--- src/rtl/ififo_bank_skew_if.sv ---
// ---------------------------------------------------------------------------
// ififo_bank_skew_if
// Bundles the data/handshake side of the column FIFO bank.
//   master : producer/consumer side (drives writes, reads, clr_err)
//   slave  : the FIFO bank (drives read data, flags, occupancy, errors)
// Signals:
//   wr_en[COL], in_col[COL*BW]        per-column write enable and data
//   rd_en[COL], clr_err               per-column read request, error clear
//   out_col[COL*BW], out_valid[COL]   registered read data and its valid
//   o_full, o_afull, o_ready          bank-wide status
//   count_flat[COL*(AW+1)]            per-column occupancy
//   err_ovf, err_udf                  sticky overflow/underflow flags
// ---------------------------------------------------------------------------
interface ififo_bank_skew_if #(
    parameter int COL   = 8,
    parameter int BW    = 4,
    parameter int DEPTH = 64
);
    localparam int AW = $clog2(DEPTH);

    logic [COL-1:0]         wr_en;
    logic [COL*BW-1:0]      in_col;
    logic [COL-1:0]         rd_en;
    logic                   clr_err;
    logic [COL*BW-1:0]      out_col;
    logic [COL-1:0]         out_valid;
    logic                   o_full;
    logic                   o_afull;
    logic                   o_ready;
    logic [COL*(AW+1)-1:0]  count_flat;
    logic                   err_ovf;
    logic                   err_udf;

    modport master (
        output wr_en, in_col, rd_en, clr_err,
        input  out_col, out_valid, o_full, o_afull, o_ready, count_flat,
               err_ovf, err_udf
    );

    modport slave (
        input  wr_en, in_col, rd_en, clr_err,
        output out_col, out_valid, o_full, o_afull, o_ready, count_flat,
               err_ovf, err_udf
    );
endinterface

--- src/rtl/ififo_bank_skew.sv ---
// ---------------------------------------------------------------------------
// ififo_bank_skew
// Bank of COL independent circular-buffer FIFOs (DEPTH x BW each) feeding a
// systolic array. Each column has its own pointers and occupancy count;
// only the status flags and sticky error flags are shared across columns.
//
// Optional feature (macro IFIFO_SKEW_EN): the read request of column 0 is
// propagated diagonally, column c reading c cycles after column 0, through
// a COL-1 stage shift register. rd_en[COL-1:1] are ignored in that mode.
// Without the macro each column reads on its own rd_en bit.
//
// Ports:
//   clk    : single clock, rising edge
//   reset  : asynchronous, active-low
//   bus    : ififo_bank_skew_if.slave (see interface file for signals)
// ---------------------------------------------------------------------------

// One column: circular buffer, registered read port, error events.
module ififo_bank_col #(
    parameter int BW    = 4,
    parameter int DEPTH = 64,
    parameter int AW    = $clog2(DEPTH)
) (
    input  logic          clk,
    input  logic          reset,
    input  logic          wr_en,
    input  logic [BW-1:0] wdata,
    input  logic          rd,
    output logic [BW-1:0] rdata,
    output logic          valid,
    output logic [AW:0]   count,
    output logic          full,
    output logic          empty,
    output logic          ovf_evt,
    output logic          udf_evt
);
    localparam logic [AW:0] FULL_CNT = DEPTH[AW:0];

    logic [BW-1:0] mem_q [DEPTH];
    logic [AW-1:0] wptr_q, wptr_d;
    logic [AW-1:0] rptr_q, rptr_d;
    logic [AW:0]   count_q, count_d;
    logic [BW-1:0] rdata_q, rdata_d;
    logic          valid_q, valid_d;
    logic          rd_acc, wr_acc;

    assign full  = (count_q == FULL_CNT);
    assign empty = (count_q == '0);

    always_comb begin
        // A write into a full column still lands when a read frees a slot
        // in the same cycle; a read never sees a same-cycle write.
        rd_acc  = rd && !empty;
        wr_acc  = wr_en && (!full || rd_acc);
        ovf_evt = wr_en && full && !rd_acc;
        udf_evt = rd && empty;

        wptr_d  = wr_acc ? wptr_q + 1'b1 : wptr_q;
        rptr_d  = rd_acc ? rptr_q + 1'b1 : rptr_q;

        count_d = count_q;
        case ({wr_acc, rd_acc})
            2'b10:   count_d = count_q + 1'b1;
            2'b01:   count_d = count_q - 1'b1;
            default: count_d = count_q;
        endcase

        rdata_d = rd_acc ? mem_q[rptr_q] : rdata_q;
        valid_d = rd_acc;
    end

    // Storage needs no reset: pointer/count reset makes old contents dead.
    always_ff @(posedge clk) begin
        if (wr_acc) mem_q[wptr_q] <= wdata;
    end

    always_ff @(posedge clk or negedge reset) begin
        if (!reset) begin
            wptr_q  <= '0;
            rptr_q  <= '0;
            count_q <= '0;
            rdata_q <= '0;
            valid_q <= 1'b0;
        end else begin
            wptr_q  <= wptr_d;
            rptr_q  <= rptr_d;
            count_q <= count_d;
            rdata_q <= rdata_d;
            valid_q <= valid_d;
        end
    end

    assign rdata = rdata_q;
    assign valid = valid_q;
    assign count = count_q;
endmodule

module ififo_bank_skew #(
    parameter int COL       = 8,
    parameter int BW        = 4,
    parameter int DEPTH     = 64,
    parameter int AF_THRESH = DEPTH - 4
) (
    input  logic               clk,
    input  logic               reset,
    ififo_bank_skew_if.slave   bus
);
    localparam int AW = $clog2(DEPTH);

    logic [COL-1:0]          eff_rd;
    logic [COL-1:0]          full, empty, afull, ovf_evt, udf_evt, vld;
    logic [COL-1:0][BW-1:0]  rdata;
    logic [COL-1:0][AW:0]    cnt;
    logic                    err_ovf_q, err_ovf_d;
    logic                    err_udf_q, err_udf_d;

`ifdef IFIFO_SKEW_EN
    // Diagonal feed: stage c holds column 0's request from c cycles ago.
    logic [COL-1:1] skew_q, skew_d;
    logic           skew_unused;

    assign skew_unused = ^bus.rd_en[COL-1:1];
    assign eff_rd      = {skew_q, bus.rd_en[0]};

    always_comb begin
        skew_d = eff_rd[COL-2:0];
    end

    always_ff @(posedge clk or negedge reset) begin
        if (!reset) skew_q <= '0;
        else        skew_q <= skew_d;
    end
`else
    assign eff_rd = bus.rd_en;
`endif

    for (genvar g = 0; g < COL; g++) begin : g_col
        ififo_bank_col #(
            .BW    (BW),
            .DEPTH (DEPTH),
            .AW    (AW)
        ) u_col (
            .clk     (clk),
            .reset   (reset),
            .wr_en   (bus.wr_en[g]),
            .wdata   (bus.in_col[g*BW +: BW]),
            .rd      (eff_rd[g]),
            .rdata   (rdata[g]),
            .valid   (vld[g]),
            .count   (cnt[g]),
            .full    (full[g]),
            .empty   (empty[g]),
            .ovf_evt (ovf_evt[g]),
            .udf_evt (udf_evt[g])
        );
    end

    always_comb begin
        afull = '0;
        for (int c = 0; c < COL; c++) begin
            afull[c] = (32'(cnt[c]) >= AF_THRESH);
        end
    end

    // A fresh error outranks a same-cycle clear.
    always_comb begin
        err_ovf_d = (|ovf_evt) || (err_ovf_q && !bus.clr_err);
        err_udf_d = (|udf_evt) || (err_udf_q && !bus.clr_err);
    end

    always_ff @(posedge clk or negedge reset) begin
        if (!reset) begin
            err_ovf_q <= 1'b0;
            err_udf_q <= 1'b0;
        end else begin
            err_ovf_q <= err_ovf_d;
            err_udf_q <= err_udf_d;
        end
    end

    assign bus.out_col    = rdata;
    assign bus.out_valid  = vld;
    assign bus.count_flat = cnt;
    assign bus.o_full     = |full;
    assign bus.o_afull    = |afull;
    assign bus.o_ready    = &(~empty);
    assign bus.err_ovf    = err_ovf_q;
    assign bus.err_udf    = err_udf_q;
endmodule

--- src/flat_wrapper.sv ---
// flat-port wrapper written by rule: the top's interface ports become plain ports
module ififo_bank_skew_flat 
#(
    parameter int COL       = 8,
    parameter int BW        = 4,
    parameter int DEPTH     = 64,
    parameter int AF_THRESH = DEPTH - 4
)
  (clk, reset, bus_wr_en, bus_in_col, bus_rd_en, bus_clr_err, bus_out_col, bus_out_valid, bus_o_full, bus_o_afull, bus_o_ready, bus_count_flat, bus_err_ovf, bus_err_udf);
  ififo_bank_skew_if #(.COL(COL), .BW(BW), .DEPTH(DEPTH)) bus_i ();
  input  logic clk;
  input  logic reset;
  input wire logic [$bits(bus_i.wr_en)-1:0] bus_wr_en;
  input wire logic [$bits(bus_i.in_col)-1:0] bus_in_col;
  input wire logic [$bits(bus_i.rd_en)-1:0] bus_rd_en;
  input wire logic [$bits(bus_i.clr_err)-1:0] bus_clr_err;
  output wire logic [$bits(bus_i.out_col)-1:0] bus_out_col;
  output wire logic [$bits(bus_i.out_valid)-1:0] bus_out_valid;
  output wire logic [$bits(bus_i.o_full)-1:0] bus_o_full;
  output wire logic [$bits(bus_i.o_afull)-1:0] bus_o_afull;
  output wire logic [$bits(bus_i.o_ready)-1:0] bus_o_ready;
  output wire logic [$bits(bus_i.count_flat)-1:0] bus_count_flat;
  output wire logic [$bits(bus_i.err_ovf)-1:0] bus_err_ovf;
  output wire logic [$bits(bus_i.err_udf)-1:0] bus_err_udf;
  assign bus_i.wr_en = bus_wr_en;
  assign bus_i.in_col = bus_in_col;
  assign bus_i.rd_en = bus_rd_en;
  assign bus_i.clr_err = bus_clr_err;
  assign bus_out_col = bus_i.out_col;
  assign bus_out_valid = bus_i.out_valid;
  assign bus_o_full = bus_i.o_full;
  assign bus_o_afull = bus_i.o_afull;
  assign bus_o_ready = bus_i.o_ready;
  assign bus_count_flat = bus_i.count_flat;
  assign bus_err_ovf = bus_i.err_ovf;
  assign bus_err_udf = bus_i.err_udf;
  ififo_bank_skew #(.COL(COL), .BW(BW), .DEPTH(DEPTH), .AF_THRESH(AF_THRESH)) u_core (.clk(clk), .reset(reset), .bus(bus_i));
endmodule
--- config.mk ---
export PLATFORM = sky130hd
export DESIGN_NAME = ififo_bank_skew_flat
export DESIGN_NICKNAME = d
export VERILOG_FILES = /design/src/rtl/ififo_bank_skew_if.sv /design/src/rtl/ififo_bank_skew.sv /design/src/flat_wrapper.sv
export SDC_FILE = /design/constraint.sdc
export NUM_CORES = 2
export LEC_CHECK = 0
export ABC_CLOCK_PERIOD_IN_PS = 4720
export CAP_MARGIN = 20
export CORE_UTILIZATION = 55
export DETAILED_ROUTE_END_ITERATION = 8
export PLACE_DENSITY = 0.72
export SYNTH_ARGS = -nofsm -noshare
export SYNTH_HDL_FRONTEND = slang
export SYNTH_SLANG_ARGS = --single-unit
--- constraint.sdc ---
create_clock -name clk -period 4.72 [get_ports clk]
set_clock_uncertainty 0.1 [all_clocks]
set_input_delay 0.472 -clock clk [delete_from_list [all_inputs] [get_ports clk]]
set_output_delay 0.472 -clock clk [all_outputs]
set_load 0.01 [all_outputs]
# Word-level counts from Yosys, hierarchy flattened

Memory sizes are Yosys's and may differ from the RTL's. A register that Yosys moved wholly into a read port is not among the register bits.
Index checks and enable logic that the tools add are counted.

Output and inout bits: 101
Bits in writable memories: 2048
Logic and storage cells: 237
Bits in registers: 162
Memories: 8

Memory list:

| memory                      | depth | width | rd ports | clocked after Yosys merged registers in | write ports | RTL line              | source |
|---|---|---|---|---|---|---|---|
| u_core.g_col[0].u_col.mem_q | 64    | 4     | 1        | 1                                       | 1           | ififo_bank_skew.sv:39 | `logic [BW-1:0] mem_q [DEPTH];` |
| u_core.g_col[1].u_col.mem_q | 64    | 4     | 1        | 1                                       | 1           | ififo_bank_skew.sv:39 |  |
| u_core.g_col[2].u_col.mem_q | 64    | 4     | 1        | 1                                       | 1           | ififo_bank_skew.sv:39 |  |
| u_core.g_col[3].u_col.mem_q | 64    | 4     | 1        | 1                                       | 1           | ififo_bank_skew.sv:39 |  |
| u_core.g_col[4].u_col.mem_q | 64    | 4     | 1        | 1                                       | 1           | ififo_bank_skew.sv:39 |  |
| u_core.g_col[5].u_col.mem_q | 64    | 4     | 1        | 1                                       | 1           | ififo_bank_skew.sv:39 |  |
| +2 memories                 | -     | -     | -        | -                                       | -           | -                     |  |

Bitwise operators: 1
Eq/ne operators: 24
Add/sub/neg operators: 32
Mux-type cells: 24
$lt $le $gt $ge: 8
Reductions and logical operators: 106

Operators by type and width:

| kind                                                                  | count |
|---|---|
| 7-bit case mux with 2 select lines                                    | 8 |
| 6-bit by 1-bit adder with 6-bit output, second input constant         | 16 |
| 7-bit by 1-bit adder with 7-bit output, second input constant         | 8 |
| 7-bit equality test, second input constant                            | 8 |
| 7-bit by 6-bit >= comparator with 1-bit output, second input constant | 8 |
| 7-bit zero test                                                       | 8 |
| 7-bit by 1-bit subtractor with 7-bit output, second input constant    | 8 |
| 1-bit logical AND                                                     | 42 |
| 1-bit zero test                                                       | 33 |
| 8-bit OR reduction                                                    | 4 |
| 2-bit by 1-bit equality test with 1-bit output, second input constant | 8 |
| 2-bit equality test, second input constant                            | 8 |
| 1-bit 2-to-1 mux                                                      | 16 |
| 2-bit nonzero test                                                    | 8 |
| 1-bit logical OR                                                      | 10 |
| 8-bit NOT                                                             | 1 |
| 8-bit AND reduction                                                   | 1 |

# Logic depth before layout (Yosys ltp)

Word-level depth: 7
Gate-level depth with buffers: 15

# Hierarchy

A second synthesis with hierarchy kept.

Cells, all modules: 5218
Area total of the unflattened synthesis: 91964.5 um2

By module, submodules not included:

| module                                     | area an instance (um2) | instances | cells each |
|---|---|---|---|
| ififo_bank_col (u_core.g_col[0].u_col ...) | 11508.5                | 2         | 659 |
| ififo_bank_col (u_core.g_col[5].u_col ...) | 11405.9                | 2         | 639 |
| ififo_bank_col (u_core.g_col[4].u_col)     | 11609.9                | 1         | 655 |
| ififo_bank_col (u_core.g_col[2].u_col)     | 11504.8                | 1         | 659 |
| ififo_bank_col (u_core.g_col[7].u_col)     | 11408.4                | 1         | 641 |
| ififo_bank_col (u_core.g_col[3].u_col)     | 11382.2                | 1         | 637 |
| ififo_bank_skew                            | 230.2                  | 1         | 30 |

# Worst setup path after synthesis

OpenSTA, ideal clock, no wires.

Path type: reg2reg
From: register u_core.g_col[4].u_col.count_q[2]
To: register u_core.g_col[4].u_col.count_q[6]
Required time: 4.491 ns
Path buffers: 2
Data arrival time: 3.224 ns
Setup slack: 1.267 ns
Cell stages (with the launch flop): 15
Period minus slack after synthesis: 3.453 ns
Cells stage by stage: dfrtp_1 -> clkbuf_1 -> nor4_1 -> nand3_1 -> o21ai_1 -> ha_1 -> buf_1 -> xor2_1 -> ha_1 -> nor3_1 -> o21bai_1 -> o211a_1 -> o31ai_1 -> o21bai_1 -> xnor2_1

Word-level cells in the longest chain between the ends: 7
Elaborated cells between the ends (all ways): 13
Classes of those cells: add/sub: 2; eq/ne: 3; mux: 1; reduce/logical: 7

RTL lines:

| what                                                                                  | RTL line              | source |
|---|---|---|
| start: declaration                                                                    | ififo_bank_skew.sv:42 | `logic [AW:0] count_q, count_d;` |
| start signal: assignment                                                              | ififo_bank_skew.sv:87 | `count_q <= count_d;` |
| 7-bit zero test                                                                       | ififo_bank_skew.sv:48 | `assign empty = (count_q == '0);` |
| 1-bit zero test                                                                       | ififo_bank_skew.sv:53 | `rd_acc = rd && !empty;` |
| 1-bit logical AND                                                                     | ififo_bank_skew.sv:53 |  |
| 1-bit logical OR                                                                      | ififo_bank_skew.sv:54 | `wr_acc = wr_en && (!full \|\| rd_acc);` |
| 1-bit logical AND                                                                     | ififo_bank_skew.sv:54 |  |
| 2-bit by 1-bit equality test with 1-bit output or 2-bit equality test (tied branches) | ififo_bank_skew.sv:62 | `case ({wr_acc, rd_acc})` |
| 7-bit case mux with 2 select lines or 2-bit nonzero test (tied branches)              | -                     |  |

Several ways; a longest one is shown, not always the timed one.
A chain may end at the register's enable or synchronous reset.

# Worst setup path after layout

From: register u_core.g_col[2].u_col.count_q[1]
To: output bus_o_full

Word-level cells in the longest chain between the ends: 2

RTL lines:

| what                     | RTL line               | source |
|---|---|---|
| start: declaration       | ififo_bank_skew.sv:42  |  |
| start signal: assignment | ififo_bank_skew.sv:87  |  |
| 7-bit equality test      | ififo_bank_skew.sv:47  | `assign full = (count_q == FULL_CNT);` |
| 8-bit OR reduction       | ififo_bank_skew.sv:184 | `assign bus.o_full = \|full;` |
| end: declaration         | flat_wrapper.sv:19     | `output wire logic [$bits(bus_i.o_full)-1:0] bus_o_full;` |

No other way between the ends.

==> results.py <==
metrics = {
    "yosys": {
        "synth_edf_count": 2048,
        "synth-seq-cells": 2242,
        "ys_top_cells_by_count": "edfxtp_1 (2,048), nor2_1 (612), mux4_2 (473)",
        "synth_top_area_cell": "edfxtp_1",
        "syn_avg_cell_area_um2": 18.0,
        "synth.net_count": 5139,
        "synthFlopType": "edfxtp_1",
        "synthDistinctLibCells": 72,
        "ys_top_cells_by_area": "edfxtp_1 (68%), mux4_2 (12%), dfrtp_1 (5.4%)",
        "syn_area_mm2": 0.0906,
        "synth_top_area_share_pct": 67.9,
        "synth_most_common_cell": "edfxtp_1",
        "ys_warn_count": 0,
        "async_flop_share_pct": 8.65,
        "synthCells": 5030,
        "seq_area_frac_synth_pct": 73.2,
    },
    "pwr": {
        "power_frac_seq_pct": 44.4,
        "p_int_w": 0.0405,
        "power.share.clock_pct": 29.2,
        "power_leakage_nw": 33.0,
        "p_sw_w": 0.0182,
        "comb_power_share_pct": 26.4,
        "swShare_pct": 31.0,
        "power_density_mw_per_mm2": 577,
        "ir_drop_v": 0.00101,
    },
    "clock_network": {
        "cts_tree": "yes",
        "cts.path.max_buffers": 3,
        "hold_buffers": 5,
        "cts_root_buf": "clkbuf_16",
        "path_clk_slew_ps": 60,
        "cts_resized": 0,
        "numCtsBuffers": 217,
        "cts.sinks": 2242,
        "worstSkewPairLatency_ps": 840,
        "htreeDepth": 4,
        "post_cts_buffers": 0,
    },
    "critical_path": {
        "start_kind": "flip-flop",
        "cp_max_fo": 5,
        "crit_buf_inv": 1,
        "path_delay_family": "simple AND/OR/NAND/NOR gates",
        "path_cells": "nor4_1 -> nand3_1 -> nand4_1 -> or4_1 -> clkdlybuf4s50_1",
        "max_stage_delay_ps": 640,
        "path_class": "flip-flop to output port",
        "required_ps": 4150,
        "endpoint_kind": "output port",
        "crit_path_top_delay_cell": "nor4_1",
        "critPathArrivalTime_ps": 3460,
    },
    "place": {
        "hpwl_um": 123000,
        "gp_congestion": 0.846,
        "io_buffer_count": 151,
    },
    "die": {
        "start_util_pct": 55.6,
        "dieArea_mm2": 0.166,
        "die_h_um": 408,
        "row_count": 148,
        "core_area_mm2": 0.163,
        "ios": 152,
        "die_w_um": 408,
    },
    "grt": {
        "grt_max_degree": 101,
        "use_met1_pct": 34.6,
        "grt_pass1_vias": 47600,
        "antenna_found_initial": 5,
        "overflow": 0,
        "met2_usage_pct": 37.4,
        "top_usage_layer": "met2",
        "met3_usage_pct": 4.78,
        "track_usage_pct": 23.9,
        "grt_pass1_wl_um": 301000,
    },
    "detailed_routing": {
        "ant_nets": 0,
        "drc_errors": 0,
        "via_per_inst": 6.13,
        "vias": 46600,
        "drt_iter0_markers": 5054,
        "finalWirelength_um": 197000,
        "first_pass_iters": 8,
        "wl_per_cell_um": 26.0,
    },
    "final_layout": {
        "drive_above_1_share_pct": 18.0,
        "utilization_pct": 62.4,
        "layout.nets": 5330,
        "area_growth_pct": 12.2,
    },
    "timing": {
        "max_slew.worst_pin.slew_ps": 1060,
        "slew_viol_final": 0,
        "setup_viol": 0,
        "rsz0062_at_grt": "no",
        "min_period_over_period_pct": 85.5,
        "fin_tns_setup_ps": 0,
        "period_needed_ps": 4040,
        "hold_violations": 0,
        "slew_headroom_pct": 29.2,
        "timing.fmax_mhz": 248,
    },
    "status": {
        "status": "completed",
    },
    "worst_hold_path": {
        "min_path_type": "primary input to flip-flop",
    },
    "job": {
        "drv_cap": 0,
    },
}
-- final timing paths --
check	start	end	slack, ps	cells past startpoint
min in group asynchronous	reset	u_core.g_col[6].u_col.valid	90	2
min	bus_in_col[19]	u_core.g_col[4].u_col.mem_q[9][3]	40	1
max reg2reg	u_core.g_col[4].u_col.count[2]	u_core.g_col[4].u_col.count[6]	930	13
min reg2reg	u_core.g_col[5].u_col.wptr_q[2]	u_core.g_col[5].u_col.wptr_q[2]	400	1
max in group asynchronous	reset	u_core.g_col[2].u_col.rptr_q[0]	3170	3
max	u_core.g_col[2].u_col.count[1]	bus_o_full	680	5
-- sequential cells by signal, summed over array words and instances, names as in the netlist --
register                   cells
u_core.g_col.u_col.mem_q    2048
u_core.g_col.u_col.count      56
u_core.g_col.u_col.rptr_q     48
u_core.g_col.u_col.wptr_q     48
u_core.g_col.u_col.rdata      32
u_core.g_col.u_col.valid       8
u_core.bus.err_ovf             1
u_core.bus.err_udf             1
-- metal layers --
metal	share of wire, %	wire length (um)
met5	0	0
met4	2.4	4830
met3	7.8	15400
met2	48	94200
met1	42	82700
-- area by class of cell --
cell class	count	area, um2
diodes	2	5.00
clock buffers	295	5900
clock inverters	114	1190
fillers	11300	61400
inverters	60	225
multi-input cells	2451	22800
flip-flops and latches	2242	66400
well taps	2175	2720
repair buffers	249	2500
-- placed cells by master (no fill, tap or decap), drive strengths merged, types with 18 or more instances in the layout --
| cell | n |
|---|---|
| a211oi | 40 |
| a21oi | 94 |
| a22oi | 48 |
| buf | 114 |
| bufinv | 20 |
| clkbuf | 295 |
| clkdlybuf4s50 | 118 |
| clkinv | 75 |
| dfrtp | 194 |
| edfxtp | 2048 |
| ha | 52 |
| inv | 67 |
| mux2 | 27 |
| mux2i | 204 |
| mux4 | 473 |
| nand2 | 184 |
| nand3 | 107 |
| nand3b | 34 |
| nand4 | 41 |
| nor2 | 612 |
| nor2b | 41 |
| nor3 | 18 |
| o21ai | 89 |
| o221ai | 37 |
| o22ai | 40 |
| xnor2 | 94 |
| xor2 | 34 |
-- power by group through the flow --
stage	Clock (W)	Sequential, W	Combinational, W
after CTS	0.0174	0.0261	0.0155
final	0.0172	0.0261	0.0155
after floorplan	0	0.0244	0.0122
after global routing	0.0182	0.0264	0.0167
after global placement	0	0.0264	0.0152
after detailed placement	0	0.0265	0.0154
-- kinds of logic (layout without fill, tap and decap cells) --
group                    count (synthesis)  in the layout  share of synthesized area [%]
flip-flops                            2242           2242                           73.2
AND/OR/NAND/NOR                       1118           1118                           5.47
multiplexers                           704            704                           14.3
AO/OA/AOI/OAI                          443            443                           3.25
buffers and inverters                  337            718                           1.64
XOR/XNOR                               128            128                           1.24
adder cells (fa/ha/maj)                 58             58                          0.850
other                                    0              2                              0
-- stage by stage --
step | hold slack (ps) | power, W | cells | setup WS (ps) | area [um2]
global placement | 367 | 0.0416 | 7137 | 929 | 94000
finish | 36.6 | 0.0587 | 7588 | 684 | 102000
CTS | 42.7 | 0.0591 | 7556 | 624 | 101000
global route | 5.49 | 0.0612 | 7586 | 559 | 102000
detailed placement | 371 | 0.0419 | 7142 | 938 | 94100
floorplan | 76.4 | 0.0365 | 5030 | 1270 | 90600
-- worst reg2reg max path, stage by stage, from the launching register on --
cell and delay, ps:
dfrtp_1 470, nor4_1 560, nand3b_1 210, nand2_1 330, inv_1 240, ha_1 450
xor2_1 220, ha_1 240, nor3_1 140, o21bai_1 100, o211a_1 170, o31ai_1 200
o21bai_1 110, xnor2_1 130
No activity file was read; power rests on OpenSTA's default activity.
